### config.mk
export PLATFORM = sky130hd
export DESIGN_NAME = conv_window_ctrl
export DESIGN_NICKNAME = d
export VERILOG_FILES = /design/src/rtl/conv_window_ctrl.sv
export SDC_FILE = /design/constraint.sdc
export NUM_CORES = 1
export LEC_CHECK = 0
export ABC_AREA = 1
export CORE_MARGIN = 3
export CORE_UTILIZATION = 25
export DETAILED_ROUTE_END_ITERATION = 16
export SETUP_SLACK_MARGIN = 0.5
export SKIP_LAST_GASP = 1
export SLEW_MARGIN = 20
export SYNTH_ARGS = -nofsm -noshare
export SYNTH_HDL_FRONTEND = slang
export SYNTH_SLANG_ARGS = --single-unit
### constraint.sdc
create_clock -name clk -period 3.9 [get_ports clk]
set_input_delay 1.17 -clock clk [delete_from_list [all_inputs] [get_ports clk]]
set_output_delay 1.17 -clock clk [all_outputs]
set_load 0.02 [all_outputs]
### src/rtl/conv_window_ctrl.sv
// conv_window_ctrl
// Sequencer for the 3x3 line buffer in the VGG16 convolution path. On an
// accepted start it walks every channel of the input feature map in raster
// order and issues one memory read per pixel. Each returned pixel is pushed
// into the line buffer, and the buffer is cleared before each channel. The
// block also flags the cycles in which the line buffer holds a complete 3x3
// window. Because the convolution uses no padding, those are the windows
// whose bottom-right pixel has row >= 2 and col >= 2.
//
// Ports:
//   clk, rst      clock and asynchronous active-high reset
//   start         one-cycle request to begin a pass (ignored while busy)
//   cfg_base      base address of channel 0, sampled on an accepted start
//   cfg_num_ch    channel count, sampled on an accepted start (0 means 1)
//   hold          pauses new memory reads; pixels already in flight still land
//   mem_rd_en     memory read strobe
//   mem_addr      memory read address
//   mem_rdata     read data, valid exactly one cycle after mem_rd_en
//   lb_clear      one-cycle line buffer clear, once before each channel
//   lb_valid_in   pixel push strobe to the line buffer
//   lb_data       pixel to the line buffer (mem_rdata passed straight through)
//   win_valid     line buffer outputs hold a valid 3x3 window this cycle
//   win_row       window top-left row
//   win_col       window top-left column
//   ch_idx        channel of the current window
//   ch_first      the window belongs to the first channel
//   ch_last       the window belongs to the last channel
//   busy          high from an accepted start until done
//   done          one-cycle pulse at the end of the pass
module conv_window_ctrl #(
  parameter int IMG_W  = 5,
  parameter int IMG_H  = 5,
  parameter int ADDR_W = 16,
  parameter int DATA_W = 32,
  parameter int CH_W   = 9
) (
  input  logic              clk,
  input  logic              rst,
  input  logic              start,
  input  logic [ADDR_W-1:0] cfg_base,
  input  logic [CH_W-1:0]   cfg_num_ch,
  input  logic              hold,
  output logic              mem_rd_en,
  output logic [ADDR_W-1:0] mem_addr,
  input  logic [DATA_W-1:0] mem_rdata,
  output logic              lb_clear,
  output logic              lb_valid_in,
  output logic [DATA_W-1:0] lb_data,
  output logic              win_valid,
  output logic [7:0]        win_row,
  output logic [7:0]        win_col,
  output logic [CH_W-1:0]   ch_idx,
  output logic              ch_first,
  output logic              ch_last,
  output logic              busy,
  output logic              done
);

  localparam logic [2:0] S_IDLE  = 3'd0;
  localparam logic [2:0] S_CLEAR = 3'd1;
  localparam logic [2:0] S_FETCH = 3'd2;
  localparam logic [2:0] S_DRAIN = 3'd3;
  localparam logic [2:0] S_DONE  = 3'd4;

  localparam logic [7:0] LAST_C = 8'(IMG_W - 1);
  localparam logic [7:0] LAST_R = 8'(IMG_H - 1);

  logic [2:0]        state;
  logic [ADDR_W-1:0] addr;
  logic [7:0]        r;
  logic [7:0]        c;
  logic [CH_W-1:0]   ch;
  logic [CH_W-1:0]   num_ch;
  logic              drain_cnt;

  // Tag of the pixel read in the previous cycle, arriving with its data.
  logic              p1_valid;
  logic [7:0]        p1_r;
  logic [7:0]        p1_c;
  logic [CH_W-1:0]   p1_ch;
  logic              win_ok;

  assign mem_rd_en   = (state == S_FETCH) && !hold;
  assign mem_addr    = addr;
  assign lb_clear    = (state == S_CLEAR);
  assign busy        = (state != S_IDLE);
  assign done        = (state == S_DONE);
  assign lb_valid_in = p1_valid;
  assign lb_data     = mem_rdata;

  // Channels are stored back to back, so a running address reproduces
  // base + ch*W*H + r*W + c (mod 2^ADDR_W) without any multipliers.
  // The two drain cycles let the last pixel push and its window flag
  // retire before the next clear.
  always_ff @(posedge clk or posedge rst) begin
    if (rst) begin
      state     <= S_IDLE;
      addr      <= '0;
      r         <= '0;
      c         <= '0;
      ch        <= '0;
      num_ch    <= '0;
      drain_cnt <= 1'b0;
    end else begin
      case (state)
        S_IDLE: begin
          if (start) begin
            addr   <= cfg_base;
            num_ch <= (cfg_num_ch == '0) ? CH_W'(1) : cfg_num_ch;
            ch     <= '0;
            r      <= '0;
            c      <= '0;
            state  <= S_CLEAR;
          end
        end
        S_CLEAR: begin
          r     <= '0;
          c     <= '0;
          state <= S_FETCH;
        end
        S_FETCH: begin
          if (!hold) begin
            addr <= addr + ADDR_W'(1);
            if (c == LAST_C) begin
              c <= '0;
              if (r == LAST_R) begin
                r         <= '0;
                drain_cnt <= 1'b0;
                state     <= S_DRAIN;
              end else begin
                r <= r + 8'd1;
              end
            end else begin
              c <= c + 8'd1;
            end
          end
        end
        S_DRAIN: begin
          if (drain_cnt) begin
            if (ch == num_ch - CH_W'(1)) begin
              state <= S_DONE;
            end else begin
              ch    <= ch + CH_W'(1);
              state <= S_CLEAR;
            end
          end else begin
            drain_cnt <= 1'b1;
          end
        end
        S_DONE: begin
          state <= S_IDLE;
        end
        default: begin
          state <= S_IDLE;
        end
      endcase
    end
  end

  assign win_ok = p1_valid && (p1_r >= 8'd2) && (p1_c >= 8'd2);

  // The read tag travels one stage with the read data (push), then a second
  // stage to the window flag. The line buffer presents the window one cycle
  // after the pixel that completes it. The coordinates only update on a
  // valid window, so they stay steady between windows.
  always_ff @(posedge clk or posedge rst) begin
    if (rst) begin
      p1_valid  <= 1'b0;
      p1_r      <= '0;
      p1_c      <= '0;
      p1_ch     <= '0;
      win_valid <= 1'b0;
      win_row   <= '0;
      win_col   <= '0;
      ch_idx    <= '0;
      ch_first  <= 1'b0;
      ch_last   <= 1'b0;
    end else begin
      p1_valid  <= mem_rd_en;
      p1_r      <= r;
      p1_c      <= c;
      p1_ch     <= ch;
      win_valid <= win_ok;
      ch_first  <= win_ok && (p1_ch == '0);
      ch_last   <= win_ok && (p1_ch == num_ch - CH_W'(1));
      if (win_ok) begin
        win_row <= p1_r - 8'd2;
        win_col <= p1_c - 8'd2;
        ch_idx  <= p1_ch;
      end
    end
  end

endmodule

==> results of run 1 <==
-- cell families after synthesis --
group / Yosys count / share of synthesized area, %
adders and majority gates: 9 / 1.91
DFF: 108 / 45.9
AOI/OAI and AO/OA: 104 / 10.3
and+or+nand+nor: 332 / 27.1
xor gates and xnor gates: 21 / 3.25
buffers and inverters: 132 / 11.2
muxes: 2 / 0.382
-- metal layers --
metal / track usage, % / wire length (um) / vias up
met5: 0 / 0 / -
met4: 3.86 / 216 / 0
met3: 2.16 / 520 / 14
met2: 16.6 / 5990 / 95
met1: 15.2 / 6590 / 2161
li1: - / - / 2373
-- sequential cells by signal, indices dropped and copies added (netlist names) --
name         count
lb_valid_in      1
ch_last          1
p1_r             8
win_valid        1
state            3
r                8
win_row          8
p1_c             8
p1_ch            9
c                8
num_ch           9
drain_cnt        1
win_col          8
ch_idx           9
mem_addr        16
ch               9
ch_first         1
-- final cells by class --
class,count,area share (%)
clock buffer,9,3.17
clock inverter,7,1.32
inverter,85,4.68
multi-input combinational,468,35.5
sequential,108,38.0
tap,313,5.50
timing repair buffer,83,11.8
-- layout by cell type, fill, tap and decap left out, drive strengths merged, types with 2 or more instances in the layout --
cell,n
a21oi,31
buf,6
nor2,66
clkinvlp,2
clkbuf,9
nand3,54
nand2,167
xor2,15
nand4,12
a31oi,7
clkinv,3
nor3,18
mux2,2
dfrtp,108
clkdlybuf4s50,76
o211ai,4
xnor2,6
or2,3
o21ai,53
inv,86
ha,9
nor4,8
a22oi,3
nand3b,2
-- final timing paths --
| kind | depth (start not counted) | slack [ns] | start | to |
|---|---|---|---|---|
| worst max-delay path | 3 | 0.62 | hold | mem_rd_en |
| worst min-delay path | 0 | 0.41 | c[1] | p1_c[1] |
| worst max register to register | 10 | 1.59 | c[0] | r[2] |
| worst min register to register | 0 | 0.41 | c[1] | p1_c[1] |
| max in group asynchronous | 3 | 1.93 | rst | win_col[5] |
| min in group asynchronous | 2 | 1.30 | rst | num_ch[1] |
-- stage by stage --
step / util, % / instance area (um^2) / cells / power (mW) / hold WS (ns)
4_1_cts: 31.0 / 7110 / 1073 / 3.72 / 0.408
6_report: 31.0 / 7110 / 1073 / 3.66 / 0.407
3_5_place_dp: 29.7 / 6800 / 1057 / 2.73 / 0.390
2_1_floorplan: - / 5890 / 708 / 2.30 / 0.374
5_1_grt: 31.0 / 7110 / 1073 / 3.93 / 0.427
3_3_place_gp: 29.7 / 6800 / 1057 / 2.71 / 0.391
-- power groups by stage --
stage	Sequential [mW]	Clock, mW	Combinational [mW]
CTS	1.54	1.01	1.18
global route	1.57	1.06	1.29
global placement	1.55	0	1.16
detailed placement	1.56	0	1.17
finish	1.53	0.973	1.15
floorplan	1.68	0	0.622
-- what timing repair did --
item / CTS / global route
gates resized for setup: 1 / 0
hold endpoints to repair: 0 / 0
endpoints found under the setup margin: 1 / 0
==> run_results.csv, run 1 <==
group,metric,value,unit
status,outcome,"finished clean",
sta,totalNegativeSetupSlack,0,ns
yosys,synth_cell_type_count,50,
yosys,synth_area_per_cell,8.32,um^2
setup_path,worst_ep_arrival_time,2.11,ns
route,ant_nets,0,
cells_and_area,design.final.nets,825,
power_and_ir_drop,power.ir.vdd_worst,0.243,mV
sta,finalCriticalPeriod,3.28,ns
clock_network,cts.repair_timing.setup_buffer_count,0,
yosys,mappedNetlistArea,0.00589,mm^2
clock_network,clock_pin_transition_on_the_worst_setup_and_hold_timing_paths,0.08,ns
power_and_ir_drop,power_report.internal_total,2.36,mW
yosys,async_reset_ff_share,100,%
yosys,synth_top_area_cell,"dfrtp_1",
clock_network,clock_insertion_delay_worst_skew,0.35,ns
route,drt_pass1_iterations,5,
yosys,seq_area_frac_synth,45.9,%
grt,grt_first_pass_wirelength,22.6,mm
cells_and_area,antenna_diode_count,0,
cells_and_area,seq_area,0.00270,mm^2
setup_path,cpPeakStageDelay,0.43,ns
yosys,yosys_register_bits,108,
clock_network,cts_buf_count,9,
place,hpwl,9.92,mm
setup_path,critPathTopFamily,"buffers and inverters",
power_and_ir_drop,power.switching_fraction,35.5,%
cells_and_area,filler_cell_count_in_the_final_layout,2415,
power_and_ir_drop,powerDensity,514,mW/mm^2
yosys,post_synth_main_area_contributors,"dfrtp_1 46%, nand2_1 9.3%, inv_1 4.9%",
yosys,yosys.cell_count.top_type,"nand2_1",
clock_network,max-clock-path-buffers,2,
sta,achievable-frequency,0.305,GHz
yosys,synth_flop_cell,"dfrtp_1",
route,routed-via-count,4643,
route,vias_per_cell,4.33,
place,globalplace.congestion,0.788,
clock_network,root_buffer,"clkbuf_16",
setup_path,crit_required,2.73,ns
place,dpl_worst_slack,0.340,ns
sta,report.final.slew_viol_count,0,
die,design.die.area,0.0254,mm^2
setup_path,worstSetupStartpointType,"primary input",
grt,largest_net_degree_at_the_start_of_global_routing,45,
power_and_ir_drop,p_clk_share,26.6,%
grt,grtUsageTotal,10.8,%
route,drc,0,
sta,setup-violations-final,0,
route,drt_first_iter_violations,236,
flow_run,cap_viol_max_count,0,
sta,timing.max_slew.rel_slack,47.7,%
yosys,synth-edff-count,0,
die,initial_core_utilization,25.7,%
sta,rsz_0062_raised_after_global_routing,"no",
sta,timing_hold_violations_final,0,
die,rows,55,
setup_path,path_buf_inv,2,
route,final_wl,13.3,mm
clock_network,clock_tree.htree_level_count,3,
cells_and_area,final_layout_size_suffix_gt1_share,10.8,%
clock_network,tritoncts_clock_tree,"done",
setup_path,crit_path_max_fanout,2,
sta,skew,0.00792,ns
die,die_width,159,um
grt,antenna_found_initial,0,
power_and_ir_drop,total_leakage_power,3.15,nW
yosys,ys.warnings.count,0,
route,avgRoutedWirePerCell,12.4,um
cells_and_area,area.growth.synth_to_final,20.8,%
clock_network,post_cts_hold_buffer_count,0,
sta,post-route-worst-setup-slack,0.617,ns
yosys,synth_common_cells,"146 x nand2_1, 108 x dfrtp_1, 77 x inv_1",
sta,worst-slew-pin-transition,0.783,ns
grt,vias_in_the_first_global_route,4421,
setup_path,worst-setup-path-type,"primary input to primary output",
cells_and_area,multi_input_comb_area,0.00253,mm^2
power_and_ir_drop,power.share.combinational,31.5,%
die,boundaryPins,142,
yosys,synth_cells,708,
yosys,mappedNetlistNets,778,
power_and_ir_drop,power_frac_seq,41.9,%
clock_network,cts_sinks,108,
worst_hold_path,hold_path_class,"flop to flop",
yosys,synth_top_area_share,45.9,%
die,fp.coreArea,0.0229,mm^2
sta,layout_worst_path_cycle_share,84.2,%
power_and_ir_drop,net_switching,1.30,mW
die,fp.dieH,159,um
setup_path,crit_chain,"clkdlybuf4s50_1 -> nor2_1 -> dlygate4sd2_1",
setup_path,crit_path_end_kind,"primary output",
setup_path,cp_slowest_cell,"clkdlybuf4s50_1",
grt,globalRouteOverflowTotal,0,
place,io_port_bufs,77,
(Power assumes the default switching activity.)
==> run 2: changes to the inputs <==
==> constraint.sdc (replaced) <==
create_clock -name clk -period 2.9 [get_ports clk]
set_input_delay 0.87 -clock clk [delete_from_list [all_inputs] [get_ports clk]]
set_output_delay 0.87 -clock clk [all_outputs]
set_load 0.02 [all_outputs]
==> run 2 against run 1 <==
Effect of this change:
- clock power increased by 22%
- sequential power increased by 35%
- sequential share of layout area decreased by 0.16 points
- global-route usage about the same
==> run_results.csv, run 2 (synthesis results as in run 1) <==
group,metric,value,unit
grt,antenna_found_initial,0,
sta,achievable-frequency,0.423,GHz
place,hpwl,10.1,mm
die,die_width,159,um
cells_and_area,most_frequent_standard_cell_in_the_layout_excluding_fill_and_tap_cells,"nand2_1",
setup_path,critPathTopFamily,"buffers and inverters",
clock_network,cts_sinks,108,
setup_path,r2r-end,"ch[2]",
die,design.die.area,0.0254,mm^2
sta,post-route-worst-setup-slack,0.537,ns
clock_network,clock_tree.htree_level_count,3,
clock_network,cts_buf_count,9,
route,vias_per_cell,4.30,
die,boundaryPins,142,
clock_network,tritoncts_clock_tree,"done",
power_and_ir_drop,total_leakage_power,3.18,nW
route,routed-via-count,4639,
place,dpl_worst_slack,-0.0463,ns
power_and_ir_drop,report.power.total,4.80,mW
cells_and_area,mostFrequentLayoutCells,"146 x nand2_1, 106 x dfrtp_1, 76 x inv_1",
route,detailroute.wirelength.met3,548,um
route,drc,0,
die,rows,55,
clock_network,clock_insertion_delay_worst_skew,0.35,ns
clock_network,root_buffer,"clkbuf_16",
sta,finalCriticalPeriod,2.36,ns
status,outcome,"finished clean",
route,wire_length_the_detailed_router_placed_on_met1,6.46,mm
grt,vias_in_the_first_global_route,4533,
sta,rsz_0062_raised_after_global_routing,"yes",
setup_path,timing.reg2reg.setup_slack,0.74,ns
die,fp.dieH,159,um
worst_hold_path,holdPathStages,0,
setup_path,worst_ep_arrival_time,1.49,ns
route,drt_pass1_iterations,4,
die,initial_core_utilization,25.7,%
grt,grtUsageTotal,10.8,%
setup_path,path_buf_inv,1,
setup_path,crit_required,2.03,ns
worst_hold_path,min_delay_worst_endpoint,"p1_c[1]",
sta,setup-violations-final,0,
clock_network,max-clock-path-buffers,2,
grt,largest_net_degree_at_the_start_of_global_routing,45,
grt,globalRouteOverflowTotal,0,
cells_and_area,largest_register_ff_count,16,
route,final_wl,13.3,mm
setup_path,worst-r2r-cell-count,14,
sta,skew,0.0109,ns
power_and_ir_drop,powerDensity,671,mW/mm^2
setup_path,cp_slowest_cell,"clkdlybuf4s50_1",
setup_path,timing.rr.start,"num_ch[0]",
cells_and_area,final_core_occ,31.2,%
route,route.top_layer_used,"met4",
cells_and_area,post_layout_nonfiller_instances,1080,
route,drt_first_iter_violations,316,
place,io_port_bufs,77,
sta,layout_worst_path_cycle_share,81.5,%
setup_path,worstSetupStartpointType,"flop",
route,met2_routed_wirelength,6.11,mm
cells_and_area,design.final.nets,832,
sta,timing.max_slew.rel_slack,59.3,%
sta,worst-slew-pin-transition,0.605,ns
sta,report.final.slew_viol_count,0,
setup_path,crit_chain,"clkdlybuf4s50_1",
cells_and_area,area.growth.synth_to_final,21.4,%
flow_run,cap_viol_max_count,0,
grt,grt_first_pass_wirelength,22.8,mm
place,numPlacedInstances,1062,
place,globalplace.congestion,0.754,
setup_path,cpPeakStageDelay,0.66,ns
sta,timing_hold_violations_final,0,
setup_path,crit_path_max_fanout,7,
die,fp.coreArea,0.0229,mm^2
clock_network,clock_pin_transition_on_the_worst_setup_and_hold_timing_paths,0.07,ns
route,ant_nets,0,
worst_hold_path,min_from,"c[1]",
setup_path,worst-setup-path-type,"flop to primary output",
route,avgRoutedWirePerCell,12.3,um
power_and_ir_drop,power.ir.vdd_worst,0.333,mV
worst_hold_path,hold_path_class,"flop to flop",
setup_path,crit_path_end_kind,"primary output",
cells_and_area,final_layout_size_suffix_gt1_share,12.5,%
-- run 2: changes by cell type in the layout (fill, tap and decap cells not counted), moves of 2 or more --
cell	change
buf_4	+7
dfrtp_1	-2
clkbuf_2	+2
clkdlybuf4s50_1	-5
dfrtp_2	+2
dlymetal6s2s_1	+2
-- run 2: metal layers --
metal	vias up	GRT usage, %
li1	2387	-
met1	2140	14.7
met2	101	16.9
met3	11	2.84
met4	0	3.58
met5	-	0
-- run 2: layout make-up --
| class | instances | area [um^2] |
|---|---|---|
| fill | 2406 | 15800 |
| antenna | 1 | 2.50 |
| clock inverter | 5 | 45.0 |
| multi-input combinational | 468 | 2540 |
| inverter | 85 | 333 |
| timing repair buffer | 90 | 891 |
| clock buffer | 10 | 239 |
| tap | 313 | 392 |
| sequential | 108 | 2710 |
-- run 2: worst max path at each step --
stage	startpoint	to	cells past startpoint
floorplan	rst	c[0]	1
global placement	hold	mem_rd_en	3
detailed placement	hold	mem_rd_en	3
CTS	hold	mem_rd_en	3
global route	state[0]	done	2
finish	mem_addr[8]	mem_addr[8]	1
-- run 2: through the flow --
stage	instance area [um^2]	hold slack, ns	TNS (ns)
3_3_place_gp	6830	0.395	-0.0360
6_report	7150	0.411	0
5_1_grt	7150	0.426	0
2_1_floorplan	5890	0.374	0
3_5_place_dp	6830	0.397	-0.0463
4_1_cts	7130	0.417	0
-- run 2: timing repair --
| item | in CTS | in global routing |
|---|---|---|
| resized for setup | 13 | 10 |
| setup endpoints to repair | 4 | 14 |
| gates cloned | 0 | 0 |
| pin swaps | 2 | 1 |
| setup buffers | 1 | 1 |
| hold buffers | 0 | 0 |
-- run 2: where the power goes --
group          internal [mW]  total (mW)  switching (mW)  leakage [nW]
Combinational          0.678        1.55           0.873          1.65
Sequential              1.81        2.06           0.256          1.39
Clock                  0.614        1.19           0.572         0.137
Total                   3.10        4.80            1.70          3.18
==> run 3: changes to the inputs <==
==> constraint.sdc (replaced) <==
create_clock -name clk -period 2.3 [get_ports clk]
set_input_delay 0.69 -clock clk [delete_from_list [all_inputs] [get_ports clk]]
set_output_delay 0.69 -clock clk [all_outputs]
set_load 0.02 [all_outputs]
==> run 3 against run 2 <==
Effect of this change:
- clock power is 54% higher
- cell count rose by 6.5%
- setup slack got worse by 0.28 ns
- die area did not move
- via count grew 7.7%
- worst hold slack lost 0.0023 ns
- largest power group unchanged
- largest cell class is now multi-input gates
- sequential cell count did not move
- sequential power is 26% higher
- power is 38% higher
- clock-buffer cell count fell by 1
- first-iteration DRC count down 33%
- non-clock buffer count up 67
==> run_results.csv, run 3 (synthesis results as in run 1) <==
group,metric,value,unit
status,outcome,"finished clean",
cells_and_area,mostFrequentLayoutCells,"137 x nand2_1, 96 x dfrtp_1, 70 x inv_1",
sta,finalCriticalPeriod,2.04,ns
sta,report.final.slew_viol_count,0,
place,hpwl,10.2,mm
route,avgRoutedWirePerCell,12.8,um
sta,layout_worst_path_cycle_share,88.8,%
route,ant_nets,0,
cells_and_area,area.growth.synth_to_final,38.7,%
setup_path,timing.reg2reg.setup_slack,0.26,ns
grt,largest_net_degree_at_the_start_of_global_routing,61,
die,initial_core_utilization,25.7,%
die,rows,55,
setup_path,cp_slowest_cell,"dfrtp_2",
place,globalplace.congestion,0.777,
grt,vias_in_the_first_global_route,4929,
power_and_ir_drop,power.ir.vdd_worst,0.468,mV
sta,worst-slew-pin-transition,0.486,ns
sta,achievable-frequency,0.489,GHz
setup_path,worstSetupStartpointType,"flop",
setup_path,cpMostUsedCell,"buf_6",
flow_run,cap_viol_max_count,0,
cells_and_area,final_layout_size_suffix_gt1_share,29.3,%
clock_network,clock_insertion_delay_worst_skew,0.36,ns
route,vias_per_cell,4.34,
die,fp.coreArea,0.0229,mm^2
die,boundaryPins,142,
clock_network,cts_sinks,108,
setup_path,cpPeakStageDelay,0.45,ns
setup_path,crit_path_end_kind,"flop",
grt,globalRouteOverflowTotal,0,
sta,setup-violations-final,0,
power_and_ir_drop,power.share.combinational,33.4,%
sta,worst_hold_slack,0.408,ns
setup_path,crit_path_max_fanout,5,
cells_and_area,antenna_diode_count,0,
worst_hold_path,hold_path_class,"flop to flop",
grt,grt_most_used_layer,"met2",
grt,antenna_found_initial,0,
sta,skew,0.0103,ns
grt,grt.met1_usage,15.4,%
sta,totalNegativeSetupSlack,0,ns
sta,timing.max_slew.rel_slack,67.4,%
cells_and_area,largest_register_ff_count,16,
power_and_ir_drop,power_frac_seq,39.1,%
clock_network,clock_tree.htree_level_count,3,
route,routed-via-count,4996,
place,dpl_worst_slack,-0.259,ns
die,design.die.area,0.0254,mm^2
setup_path,worst_ep_arrival_time,2.32,ns
grt,grt.met2_usage,18.6,%
clock_network,cts_buf_count,9,
die,fp.dieH,159,um
grt,grtUsageTotal,11.4,%
power_and_ir_drop,net_switching,2.32,mW
grt,grt_first_pass_wirelength,24.2,mm
cells_and_area,design.final.nets,903,
power_and_ir_drop,power_report.internal_total,4.31,mW
cells_and_area,most_frequent_standard_cell_in_the_layout_excluding_fill_and_tap_cells,"nand2_1",
sta,post-route-worst-setup-slack,0.256,ns
route,drc,0,
sta,timing_hold_violations_final,0,
power_and_ir_drop,p_clk_share,27.6,%
setup_path,crit_chain,"buf_6 -> nor3_4 -> inv_4 -> buf_8 -> or2_4 -> nand2_4 -> inv_6 -> nand2_8 -> nor2_4 -> buf_6 -> buf_6 -> buf_6 -> nor3_2",
cells_and_area,final_core_occ,35.6,%
power_and_ir_drop,total_leakage_power,3.72,nW
die,die_width,159,um
power_and_ir_drop,powerDensity,811,mW/mm^2
clock_network,clock_pin_transition_on_the_worst_setup_and_hold_timing_paths,0.07,ns
clock_network,max-clock-path-buffers,2,
route,drt_pass1_iterations,4,
place,io_port_bufs,77,
setup_path,path_buf_inv,7,
route,final_wl,14.7,mm
setup_path,worst-setup-path-type,"flop to flop",
sta,rsz_0062_raised_after_global_routing,"yes",
grt,grt.met3_usage,2.32,%
clock_network,tritoncts_clock_tree,"done",
setup_path,critPathTopFamily,"simple AND/OR/NAND/NOR gates",
route,drt_first_iter_violations,212,
power_and_ir_drop,power.switching_fraction,35.0,%
setup_path,crit_required,2.58,ns
clock_network,root_buffer,"clkbuf_16",
==> run 3: changes by cell type in the layout (fill, tap and decap cells not counted), moves of 11 or more <==
| cell | delta |
|---|---|
| dlygate4sd2_1 | +26 |
| buf_6 | +20 |
| buf_4 | +47 |
| clkdlybuf4s15_2 | +11 |
| clkdlybuf4s50_1 | -44 |
==> run 3: worst reg2reg max path, cell delays in order, from the launching register on <==
cell	delay [ns]
dfrtp_2	0.45
buf_6	0.14
nor3_4	0.20
inv_4	0.07
buf_8	0.12
or2_4	0.24
nand2_4	0.08
inv_6	0.04
nand2_8	0.08
nor2_4	0.07
buf_6	0.12
buf_6	0.10
buf_6	0.11
nor3_2	0.15
==> run 3: repair_timing <==
action / in CTS / in global routing
buffers inserted: 36 / 18
gates resized for setup: 164 / 68
setup endpoints to repair: 98 / 64
hold buffers: 0 / 0
pin swaps: 28 / 28
cloned: 4 / 0
==> run 3: metrics by stage <==
stage	power [mW]	cell area [um^2]	cells
floorplan	3.90	5920	708
finish	6.62	8160	1150
global placement	4.64	6950	1077
CTS	6.57	7800	1132
global route	7.04	8160	1150
detailed placement	4.67	6950	1077
==> run 3: cell type report <==
cell class | count | area, um^2
Clock buffer | 9 | 225
Clock inverter | 6 | 116
Fill cell | 2341 | 14800
Inverter | 85 | 348
Multi-Input combinational cell | 470 | 2900
Sequential cell | 108 | 2720
Tap cell | 313 | 392
Timing Repair Buffer | 157 | 1450
Timing Repair inverter | 2 | 18.8
==> run 3: worst paths after layout <==
check / from / to / depth (start not counted)
max: state[0] / c[5] / 13
min: r[6] / p1_r[6] / 0
max reg2reg: state[0] / c[5] / 13
min reg2reg: r[6] / p1_r[6] / 0
max in group asynchronous: rst / num_ch[3] / 3
min in group asynchronous: rst / win_row[5] / 3
==> run 3: power by group through the flow <==
stage               sequential [mW]  clock [mW]  combinational [mW]
finish                         2.59        1.83                2.21
floorplan                      2.85           0                1.06
global route                   2.64        1.94                2.45
CTS                            2.60        1.88                2.09
detailed placement             2.65           0                2.02
global placement               2.64           0                2.00
==> run 3: per-layer routing <==
layer  vias to the layer above  part of all wire [%]
li1                       2542                     -
met1                      2367                    48
met2                        74                    47
met3                        13                   3.5
met4                         0                   1.3
met5                         -                     0
